<file path="config.mk">
export PLATFORM = sky130hd
export DESIGN_NAME = clk_div_meter_flat
export DESIGN_NICKNAME = d
export VERILOG_FILES = /design/src/rtl/clk_div_meter_pkg.sv /design/src/rtl/clk_div_meter_if.sv /design/src/rtl/clk_div_meter_sync_edge_det.sv /design/src/rtl/clk_div_meter.sv /design/src/flat_wrapper.sv
export SDC_FILE = /design/constraint.sdc
export NUM_CORES = 1
export LEC_CHECK = 0
export ABC_AREA = 1
export CAP_MARGIN = 5
export CORE_MARGIN = 3
export CORE_UTILIZATION = 58
export DETAILED_ROUTE_END_ITERATION = 6
export GPL_ROUTABILITY_DRIVEN = 0
export PLACE_DENSITY = 0.89
export SLEW_MARGIN = 20
export SYNTH_ARGS = -nofsm -noshare
export SYNTH_HDL_FRONTEND = slang
export SYNTH_SLANG_ARGS = --single-unit
</file>
<file path="constraint.sdc">
create_clock -name clk_in -period 2.11 [get_ports clk_in]
set_clock_uncertainty 0.05 [all_clocks]
set_input_delay 0.422 -clock clk_in [delete_from_list [all_inputs] [get_ports clk_in]]
set_output_delay 0.422 -clock clk_in [all_outputs]
set_load 0.005 [all_outputs]
</file>
<file path="src/rtl/clk_div_meter_pkg.sv">
// Shared types and default constants for the divided-clock meter.
package clk_meter_pkg;

   typedef enum logic {
      WAIT_EDGE = 1'b0,
      COUNT     = 1'b1
   } state_t;

   localparam int          DEF_CNT_W       = 32;
   localparam int          DEF_SYNC_STAGES = 2;
   localparam int          DEF_LOCK_COUNT  = 4;
   localparam logic [31:0] DEF_TIMEOUT     = 32'h00FF_FFFF;

endpackage

</file>
<file path="src/rtl/clk_div_meter_if.sv">
// Measurement bus of clk_div_meter: the slow input and the reported result.
interface clk_div_meter_if #(
   parameter int CNT_W = 32
);
   logic             sig_in;
   logic [CNT_W-1:0] div_meas;
   logic             meas_valid;
   logic             locked;
   logic             timeout;

   modport master (
      output sig_in,
      input  div_meas, meas_valid, locked, timeout
   );

   modport slave (
      input  sig_in,
      output div_meas, meas_valid, locked, timeout
   );
endinterface

</file>
<file path="src/rtl/clk_div_meter_sync_edge_det.sv">
// Multi-stage synchronizer followed by a registered XOR detector that flags
// both rising and falling transitions of an asynchronous input.
module sync_edge_det #(
   parameter int STAGES = 2
) (
   input  logic clk_in,
   input  logic rst_n,
   input  logic async_in,
   output logic edge_pulse
);
   logic [STAGES-1:0] sync_r;
   logic              sync_q;

   always_ff @(posedge clk_in or negedge rst_n) begin
      if (!rst_n) begin
         sync_r <= '0;
         sync_q <= 1'b0;
      end else begin
         sync_r <= {sync_r[STAGES-2:0], async_in};
         sync_q <= sync_r[STAGES-1];
      end
   end

   assign edge_pulse = sync_r[STAGES-1] ^ sync_q;
endmodule

</file>
<file path="src/rtl/clk_div_meter.sv">
// Measures the edge spacing of a divided clock and reports the divider value,
// with lock and timeout status. CLK_DIV_METER_TOL_EN accepts +/-1 matches.
//
//   state     | meaning
//   WAIT_EDGE | idle after reset or timeout; next edge arms counting
//   COUNT     | counting clk_in cycles between successive edges
module clk_div_meter
   import clk_meter_pkg::*;
#(
   parameter int               CNT_W       = DEF_CNT_W,
   parameter int               SYNC_STAGES = DEF_SYNC_STAGES,
   parameter int               LOCK_COUNT  = DEF_LOCK_COUNT,
   parameter logic [CNT_W-1:0] TIMEOUT     = CNT_W'(DEF_TIMEOUT)
) (
   input  logic            clk_in,
   input  logic            rst_n,
   clk_div_meter_if.slave  bus
);
   localparam int                 MATCH_W   = $clog2(LOCK_COUNT);
   localparam logic [MATCH_W-1:0] MATCH_MAX = MATCH_W'(LOCK_COUNT - 1);
   localparam logic [CNT_W-1:0]   TO_LAST   = TIMEOUT - CNT_W'(1);

   state_t             state_q, state_d;
   logic [CNT_W-1:0]   cnt_q, cnt_d;
   logic [CNT_W-1:0]   div_q, div_d;
   logic [CNT_W-1:0]   prev_q, prev_d;
   logic [MATCH_W-1:0] match_q, match_d;
   logic               valid_q, valid_d;
   logic               locked_q, locked_d;
   logic               timeout_q, timeout_d;
   logic               first_q, first_d;
   logic               edge_pulse;
   logic               is_match;

   sync_edge_det #(.STAGES(SYNC_STAGES)) u_sync_edge_det (
      .clk_in     (clk_in),
      .rst_n      (rst_n),
      .async_in   (bus.sig_in),
      .edge_pulse (edge_pulse)
   );

`ifdef CLK_DIV_METER_TOL_EN
   logic [CNT_W-1:0] diff;

   always_comb begin
      diff     = (cnt_q >= prev_q) ? (cnt_q - prev_q) : (prev_q - cnt_q);
      is_match = (diff <= CNT_W'(1));
   end
`else
   assign is_match = (cnt_q == prev_q);
`endif

   always_ff @(posedge clk_in or negedge rst_n) begin
      if (!rst_n) begin
         state_q   <= WAIT_EDGE;
         cnt_q     <= '0;
         div_q     <= '0;
         prev_q    <= '0;
         match_q   <= '0;
         valid_q   <= 1'b0;
         locked_q  <= 1'b0;
         timeout_q <= 1'b0;
         first_q   <= 1'b0;
      end else begin
         state_q   <= state_d;
         cnt_q     <= cnt_d;
         div_q     <= div_d;
         prev_q    <= prev_d;
         match_q   <= match_d;
         valid_q   <= valid_d;
         locked_q  <= locked_d;
         timeout_q <= timeout_d;
         first_q   <= first_d;
      end
   end

   always_comb begin
      state_d   = state_q;
      cnt_d     = cnt_q;
      div_d     = div_q;
      prev_d    = prev_q;
      match_d   = match_q;
      valid_d   = 1'b0;
      locked_d  = locked_q;
      timeout_d = timeout_q;
      first_d   = first_q;

      case (state_q)
         WAIT_EDGE: begin
            cnt_d = '0;
            if (edge_pulse) begin
               timeout_d = 1'b0;
               first_d   = 1'b1;
               state_d   = COUNT;
            end
         end
         COUNT: begin
            // An edge takes priority over the timeout terminal count.
            if (edge_pulse) begin
               div_d   = cnt_q;
               valid_d = 1'b1;
               cnt_d   = '0;
               prev_d  = cnt_q;
               first_d = 1'b0;
               if (first_q) begin
                  match_d = '0;
               end else if (is_match) begin
                  if (match_q != MATCH_MAX) begin
                     match_d = match_q + MATCH_W'(1);
                  end
                  if (match_q >= MATCH_MAX - MATCH_W'(1)) begin
                     locked_d = 1'b1;
                  end
               end else begin
                  match_d  = '0;
                  locked_d = 1'b0;
               end
            end else if (cnt_q == TO_LAST) begin
               timeout_d = 1'b1;
               locked_d  = 1'b0;
               match_d   = '0;
               cnt_d     = '0;
               state_d   = WAIT_EDGE;
            end else begin
               cnt_d = cnt_q + CNT_W'(1);
            end
         end
         default: state_d = WAIT_EDGE;
      endcase
   end

   assign bus.div_meas   = div_q;
   assign bus.meas_valid = valid_q;
   assign bus.locked     = locked_q;
   assign bus.timeout    = timeout_q;
endmodule

</file>
<file path="src/flat_wrapper.sv">
// flat-port wrapper written by rule: the top's interface ports become plain ports
module clk_div_meter_flat import clk_meter_pkg::*;
#(
   parameter int               CNT_W       = DEF_CNT_W,
   parameter int               SYNC_STAGES = DEF_SYNC_STAGES,
   parameter int               LOCK_COUNT  = DEF_LOCK_COUNT,
   parameter logic [CNT_W-1:0] TIMEOUT     = CNT_W'(DEF_TIMEOUT)
)
  (clk_in, rst_n, bus_sig_in, bus_div_meas, bus_meas_valid, bus_locked, bus_timeout);
  clk_div_meter_if #(.CNT_W(CNT_W)) bus_i ();
  input  logic clk_in;
  input  logic rst_n;
  input wire logic [$bits(bus_i.sig_in)-1:0] bus_sig_in;
  output wire logic [$bits(bus_i.div_meas)-1:0] bus_div_meas;
  output wire logic [$bits(bus_i.meas_valid)-1:0] bus_meas_valid;
  output wire logic [$bits(bus_i.locked)-1:0] bus_locked;
  output wire logic [$bits(bus_i.timeout)-1:0] bus_timeout;
  assign bus_i.sig_in = bus_sig_in;
  assign bus_div_meas = bus_i.div_meas;
  assign bus_meas_valid = bus_i.meas_valid;
  assign bus_locked = bus_i.locked;
  assign bus_timeout = bus_i.timeout;
  clk_div_meter #(.CNT_W(CNT_W), .SYNC_STAGES(SYNC_STAGES), .LOCK_COUNT(LOCK_COUNT), .TIMEOUT(TIMEOUT)) u_core (.clk_in(clk_in), .rst_n(rst_n), .bus(bus_i));
endmodule
</file>
Word-level counts from Yosys, hierarchy flattened
Index checks and enable logic that the tools add are counted.
{"block": "totals", "ff_bits": 74, "out_inout_bits": 35, "elab_cells": 55}
{"block": "op_classes", "n_addsub": 2, "order_cmp": 1, "n_eq_ne": 10, "mux": 24, "bitwise_logic": 2, "n_reduce_logical": 6}
{"cell": "2-to-1 mux 32 bit", "n": 2}
{"cell": "case mux 32 bit (2 select lines)", "n": 1}
{"cell": "adder 32 x 1 -> 32 bit, second input constant", "n": 1}
{"cell": "== test 32 x 24 -> 1 bit, second input constant", "n": 1}
{"cell": "== test 32 bit", "n": 1}
{"cell": "2-to-1 mux 1 bit", "n": 13}
{"cell": "2-to-1 mux 2 bit", "n": 5}
{"cell": "!= test 2 bit, second input constant", "n": 5}
{"cell": "case mux 1 bit (2 select lines)", "n": 3}
{"cell": "AND reduction 3 bit", "n": 2}
{"cell": "!= test 4 x 3 -> 1 bit, second input constant", "n": 1}
{"cell": "AND reduction 2 bit", "n": 2}
{"cell": "AND reduction 4 bit", "n": 1}
{"cell": "!= test 3 bit, second input constant", "n": 1}
{"cell": "adder 2 x 1 -> 2 bit, second input constant", "n": 1}
{"cell": ">= comparator 2 bit, second input constant", "n": 1}
{"cell": "!= test 2 x 1 -> 1 bit, second input constant", "n": 1}
{"cell": "nonzero test 2 bit", "n": 1}
{"cell": "inverter 1 bit", "n": 1}
{"cell": "XOR 1 bit", "n": 1}

Depth between registers and ports, before layout
Gate-level depths: netlist (run 1).
{"block": "depth", "ltp_word": 5, "mapped_depth": 12}

By module
Synthesis (run 1) repeated with hierarchy kept, for this count alone.
{"block": "hier_totals", "hier_cells": 593, "area_unflattened_um2": 4256.6}
{"mod": "clk_div_meter", "instances": 1, "cells_per_inst": 585, "area_each_um2": 4162.7}
{"mod": "sync_edge_det", "instances": 1, "cells_per_inst": 8, "area_each_um2": 93.8}

Worst setup path after synthesis (run 1)
OpenSTA, ideal clock, no wires.
{"block": "synth_timing", "kind": "flip-flop to flip-flop", "start": "reg u_core.cnt_q[1]", "end": "reg u_core.cnt_q[30]", "setup_ps": 130, "arrival_time_ps": 1443, "setup_slack_ps": 488, "stages_incl_launch_ff": 9, "path_cell_list": "dfrtp_1 ha_1 inv_1 nor2_4 nand3_2 nor2_2 nand3_1 nor3_2 a21oi_1"}
{"block": "synth_via", "elab_chain_cells": 4, "elab_cells_between_ends": 5, "classes_between": "1 x add/sub; 1 x eq/ne; 3 x mux"}
{"item": "from (decl)", "line": "clk_div_meter.sv:24", "rtl": "logic [CNT_W-1:0] cnt_q, cnt_d;"}
{"item": "from (signal assigned)", "line": "clk_div_meter.sv:66", "rtl": "cnt_q <= cnt_d;"}
{"item": "adder 32 x 1 -> 32 bit or == test 32 x 24 -> 1 bit (tied branches)", "line": "clk_div_meter.sv:125, clk_div_meter.sv:118"}
{"item": "2-to-1 mux 32 bit *", "line": "clk_div_meter.sv:118", "rtl": "end else if (cnt_q == TO_LAST) begin"}
{"item": "2-to-1 mux 32 bit *", "line": "clk_div_meter.sv:99", "rtl": "if (edge_pulse) begin"}
{"item": "case mux 32 bit (2 select lines) *", "line": "clk_div_meter.sv:88", "rtl": "case (state_q)"}
{"item": "named net u_core.cnt_d[30]", "line": "clk_div_meter.sv:24"}
The timed path passes the listed nets; every way through them passes the cells marked *.
A chain may end at the register's enable or synchronous reset.

Worst setup path after layout (run 1)
{"block": "layout_timing", "start": "reg u_core.cnt_q[0]", "end": "reg u_core.cnt_q[30]"}
Same word-level chain as after synthesis.

==> results of run 1 <==
-- worst reg2reg max path, cell delays in order (launching register included) --
cell and delay [ns]:
dfrtp_1 0.45, ha_1 0.22, inv_1 0.08, nor2_4 0.20, nand3_2 0.18, nor2_2 0.22, nand3_1 0.17, nor3_2 0.20
a21oi_1 0.10
-- what timing repair did --
item | 4_1_cts | 5_1_grt
endpoints found under the hold margin | 18 | 0
endpoints found under the setup margin | 0 | 17
gates resized for setup | 0 | 2
hold buffers | 1 | 0
-- state kept, by name, summed over array words and instances (netlist names) --
| register | cells |
|---|---|
| u_core.bus.div_meas | 32 |
| u_core.bus.locked | 1 |
| u_core.bus.meas_valid | 1 |
| u_core.bus.timeout | 1 |
| u_core.cnt_q | 32 |
| u_core.first_q | 1 |
| u_core.match_q | 2 |
| u_core.state_q | 1 |
| u_core.u_sync_edge_det.sync_q | 1 |
| u_core.u_sync_edge_det.sync_r | 2 |
-- cell usage after synthesis, drive strengths merged --
cell type  number
nand4           9
ha              4
clkbuf          6
nand2b          1
nand3          26
inv            79
nand3b          1
nor2           90
nor2b           1
xor2           11
o31ai           1
buf             3
nand2         178
o21ai          41
or2             1
o21a            1
nor4            1
a21oi          11
nor3           16
o22ai           1
dfrtp          74
a31oi           1
xnor2           8
a211oi          3
-- power by group --
part | switching, mW | total (mW) | internal (mW)
Sequential | 0.0385 | 1.49 | 1.45
Combinational | 0.194 | 0.307 | 0.113
Clock | 0.552 | 1.16 | 0.609
Total | 0.785 | 2.96 | 2.17
-- path summary, 6_finish.rpt --
check,endpoint,slack (ns),cells past startpoint
min in group asynchronous,u_core.bus.div_meas[30],0.41,2
setup reg to reg,u_core.cnt_q[30],0.13,8
max in group asynchronous,u_core.cnt_q[1],1.00,3
hold / removal,u_core.u_sync_edge_det.sync_r[1],0.31,0
hold reg to reg,u_core.u_sync_edge_det.sync_r[1],0.31,0
setup / recovery,u_core.cnt_q[30],0.13,8
-- cells by family (layout without fill, tap and decap cells) --
family | Yosys count | count (layout)
simple gates | 324 | 324
flops | 74 | 74
xor+xnor | 19 | 19
buf+inv | 88 | 139
fa+ha+maj | 4 | 4
compound gates | 59 | 59
-- layout make-up --
cell class | count | area [sq um] | share of cell area [%]
multi-input cells | 406 | 1980 | 40.5
flip-flops and latches | 74 | 1850 | 37.9
repair buffers | 44 | 435 | 8.90
inverters | 79 | 297 | 6.06
clock buffers | 12 | 155 | 3.17
well taps | 96 | 120 | 2.45
clock inverters | 4 | 50.0 | 1.02
-- metrics by stage --
step                worst slack, ns  total power, mW  hold slack, ns  util, %
detailed placement            0.124             1.82           0.262     68.0
global route                0.00973             3.09           0.335     71.2
finish                        0.132             2.96           0.306     71.2
CTS                           0.107             2.96           0.308     71.1
floorplan                     0.488             1.69          0.0764        -
global placement              0.159             1.80           0.261     68.0
-- layer usage --
layer	GRT usage, %	part of all wire (%)	vias to the layer above
li1	-	-	1856
met2	44.3	48	189
met5	0	0	-
met1	36.0	41	1819
met4	11.6	3.2	0
met3	6.25	8.1	39
==> summary.md, run 1 <==
| Metric | Value |
|---|---|
| Status | complete, but fails checks |
| Failing checks | design-rule violations |
| Multiplexer area fraction after synthesis | 0% |
| Hold crit path type | flip-flop to flip-flop |
| Avg Inst Size Synth | 7.33 sq um |
| Max-slew violation count | 0 |
| Port bufs | 37 |
| Total Nets Final | 621 |
| LEAKAGE | 2.32 nW |
| Number of H-tree levels | 3 |
| Data required time of the worst path | 2.31 ns |
| Commonest non-fill, non-tap cell in the layout | nand2_1 |
| Antenna violations before repair | 0 |
| Clock Latency Late Sink | 0.36 ns |
| CP top delay family | simple AND/OR/NAND/NOR gates |
| Die Wd | 90.7 microns |
| FP Rows | 30 |
| Worst IR Drop VDD | 548 uV |
| Die height | 90.7 microns |
| GR Util All Layers | 27.6% |
| Via count | 3903 |
| Crit path max fanout | 6 |
| WP data arrival | 2.18 ns |
| Sink Count | 74 |
| Worst Tran Pin Value | 0.415 ns |
| ANT nets after route | 0 |
| Max Buffers Root-to-Sink | 2 |
| Minimum clock period | 1.98 ns |
| Crit path launch | u_core.cnt_q[0] |
| Grt ovf | 0 |
| CTS root buffer | clkbuf_8 |
| Final hold vios | 0 |
| Initial Util | 60.6% |
| Filler instances | 518 |
| CP startpoint kind | flip-flop |
| RSZ-0062 raised after global routing | false |
| Slowest library cell on the worst path | dfrtp_1 |
| Die area | 0.00823 sq mm |
| Synth Area in Adders | 1.20% |
| I/O pin total | 38 |
| Largest family of logic cells by synthesized area | simple AND/OR/NAND/NOR gates |
| WL/cell | 14.9 microns |
| Crit Path Class | flip-flop to flip-flop |
| TNS Setup | 0 ns |
| DRT iter0 DRCs | 398 |
| Critical R2R Launch | u_core.cnt_q[0] |
| Post-CTS Setup Bufs | 0 |
| Synthesized area | 0.00416 sq mm |
| Core Region | 0.00687 sq mm |
| Simple-Gate Fraction of Synth Area | 34.6% |
| Cells after Synth | 568 |
| Non-Filler Instances | 715 |
| Largest net degree at the start of global routing | 57 |
| Commonest cells after routing, fill and taps aside | nand2_1 (172), nor2_1 (79), dfrtp_1 (73) |
| First-pass GRT wire length | 18100 microns |
| Share of the synthesized area in the top cell type | 44.5% |
| Syn nets | 575 |
| CP Capture Type | flip-flop |
| TritonCTS buffer count | 9 |
| Antenna Cells | 0 |
| Pwr/cell area | 605 mW/mm^2 |
| Drt via density | 5.46 |
| Compound-Gate Fraction of Synth Area | 7.54% |
| Maximum clock frequency | 505 MHz |
| Max-Cap Viols | 0 |
| Yosys warnings | 0 |
| Drt pass-1 iters | 7 |
| Worst path max stage delay | 0.45 ns |
| DPL Wire Length | 7740 microns |
| Design area | 0.00489 sq mm |
| Total placed cells including tap cells | 698 |
| Placed cell areas | 0.00467 sq mm |
| Hold Crit Start | u_core.u_sync_edge_det.sync_r[0] |
| Slew HR | 72.1% |
| Area grow syn2layout | 17.5% |
| Fin crit share | 93.8% |
| TritonCTS clock tree | done |
| Final setup fails | 0 |
| Seq cells post-synth | 74 |
| XOR/XNOR Fraction of Synth Area | 4.00% |
| Yosys top cell by area | dfrtp_1 |
| DRC viols | 3 |
| Crit-path cells | ha_1, inv_1, nor2_4, nand3_2, nor2_2, nand3_1, nor3_2, a21oi_1 |
| Vias in the first global route | 3838 |
| Cell variety after synth | 36 |
| Synth area leaders | dfrtp_1 (44%), nand2_1 (16%), nor2_1 (7.2%), inv_1 (6.0%), o21ai_0 (4.3%) |
| WP buf/inv | 1 |
| Layout cells sized above 1 | 10.5% |
| Worst-path clk slew | 0.08 ns |
| Register area share after synthesis | 44.5% |
| Total wire length | 10700 microns |
(Power assumes the default switching activity.)
==> run 2, diff against run 1 <==
Settings changed: ABC_CLOCK_PERIOD_IN_PS set to 2110, PLACE_DENSITY 0.89 to not set, PLACE_DENSITY_LB_ADDON set to 0.2.
==> summary.md, run 2 (synthesis results as in run 1) <==
| Metric | Value |
|---|---|
| Status | finished clean |
| Die height | 90.7 microns |
| Fin crit share | 90.2% |
| First-pass GRT wire length | 18100 microns |
| Drt pass-1 iters | 5 |
| Maximum clock frequency | 525 MHz |
| Final hold vios | 0 |
| Met2 Usage GRT | 43.9% |
| Critical R2R Launch | u_core.cnt_q[14] |
| Max Buffers Root-to-Sink | 2 |
| Core Region | 0.00687 sq mm |
| Crit Path Class | flip-flop to flip-flop |
| Worst-path clk slew | 0.08 ns |
| Data required time of the worst path | 2.29 ns |
| Die Wd | 90.7 microns |
| Antenna Cells | 0 |
| Port bufs | 37 |
| Max-Cap Viols | 0 |
| LEAKAGE | 2.32 nW |
| Vias in the first global route | 3694 |
| CP Capture Type | flip-flop |
| ANT nets after route | 0 |
| CTS root buffer | clkbuf_8 |
| R2R setup slack | 0.21 ns |
| Crit path capture | u_core.cnt_q[24] |
| GR peak layer | met2 |
| Commonest non-fill, non-tap cell in the layout | nand2_1 |
| Crit path launch | u_core.cnt_q[14] |
| Antenna violations before repair | 0 |
| Total Nets Final | 621 |
| Met1 usage | 37.2% |
| Via count | 3929 |
| Slew HR | 74.1% |
| Number of H-tree levels | 3 |
| Hold crit path type | input pin to asynchronous set/reset pin |
| WP data arrival | 2.09 ns |
| Commonest cells after routing, fill and taps aside | nand2_1 (172), nor2_1 (79), dfrtp_1 (74) |
| Total wire length | 10900 microns |
| DPL Wire Length | 8100 microns |
| Reg-to-reg endpoint | u_core.cnt_q[24] |
| Met3 Use GR | 4.50% |
| TritonCTS clock tree | done |
| Post-CTS Setup Bufs | 0 |
| Non-Filler Instances | 715 |
| FP Rows | 30 |
| RSZ-0062 raised after global routing | false |
| Layout cells sized above 1 | 10.5% |
| WL/cell | 15.3 microns |
| Sink Count | 74 |
| Crit-path cells | inv_2, nor3_2, nand2_1, nor2_1, nand2_2, nand3_2, buf_4, nor3_1 |
| Multi-input gate area | 0.00198 sq mm |
| I/O pin total | 38 |
| Worst Tran Pin Value | 0.388 ns |
| Minimum clock period | 1.90 ns |
| TNS Setup | 0 ns |
| Final setup fails | 0 |
| Reg2Reg Depth | 8 |
| Slowest library cell on the worst path | dfrtp_1 |
| Register Area | 0.00185 sq mm |
| Area grow syn2layout | 16.8% |
| Worst IR Drop VDD | 332 uV |
| Clock Latency Late Sink | 0.35 ns |
| Pwr/cell area | 586 mW/mm^2 |
| Largest net degree at the start of global routing | 75 |
| Die area | 0.00823 sq mm |
| Filler instances | 577 |
| Grt ovf | 0 |
| Initial Util | 60.6% |
| Max-slew violation count | 0 |
| CP startpoint kind | flip-flop |
| DRC viols | 0 |
| Worst path max stage delay | 0.46 ns |
| Crit path max fanout | 9 |
| TritonCTS buffer count | 9 |
| Drt via density | 5.50 |
| GR Util All Layers | 27.9% |
| DRT iter0 DRCs | 429 |
| Total placed cells including tap cells | 699 |
## run 2: repair_timing
item,4_1_cts,5_1_grt
gates resized for setup,0,1
hold buffers,0,0
endpoints found under the setup margin,0,30
## run 2: final cells by class
type	count	area share, %
multi-input combinational	406	40.7
sequential	74	38.1
timing repair buffer	44	8.90
inverter	79	6.10
clock buffer	14	3.55
tap	96	2.47
clock inverter	2	0.206
## run 2: critical path, delay by kind of cell (launching register included)
kind / cells / cell delay (ns)
buffers and inverters: 2 / 0.31
AND/OR/NAND/NOR: 6 / 0.96
flip-flops: 1 / 0.46
## run 2: layer usage
metal	part of all wire, %	up-vias	wire (microns)
li1	-	1860	-
met1	43	1844	4710
met2	46	178	5030
met3	6.5	47	713
met4	4.2	0	458
met5	0	-	0
## run 2: worst min-delay path by stage
stage / slack, ns / endpoint / cells past startpoint / from
floorplan: 0.08 / u_core.bus.div_meas[0] / 0 / rst_n
global placement: 0.29 / u_core.u_sync_edge_det.sync_r[1] / 0 / u_core.u_sync_edge_det.sync_r[0]
detailed placement: 0.29 / u_core.u_sync_edge_det.sync_r[1] / 0 / u_core.u_sync_edge_det.sync_r[0]
CTS: 0.04 / u_core.bus.div_meas[12] / 2 / rst_n
global route: 0.05 / u_core.bus.div_meas[12] / 2 / rst_n
finish: 0.03 / u_core.bus.div_meas[12] / 2 / rst_n
## run 2: power breakdown
part | switching [mW] | leakage (nW) | internal [mW]
registers | 0.0397 | 1.01 | 1.45
clock network | 0.517 | 0.0965 | 0.521
logic | 0.206 | 1.21 | 0.115
total | 0.763 | 2.32 | 2.09
## run 2: through the flow
step	worst slack [ns]	total power [mW]	util, %	cell area [sq um]	hold slack (ns)
after global routing	0.0949	2.96	70.8	4860	0.0478
final	0.206	2.85	70.8	4860	0.0314
after detailed placement	0.147	1.84	68.1	4680	0.294
after global placement	0.177	1.82	68.1	4680	0.290
after CTS	0.136	2.85	70.7	4860	0.0407
after floorplan	0.488	1.69	-	4160	0.0764
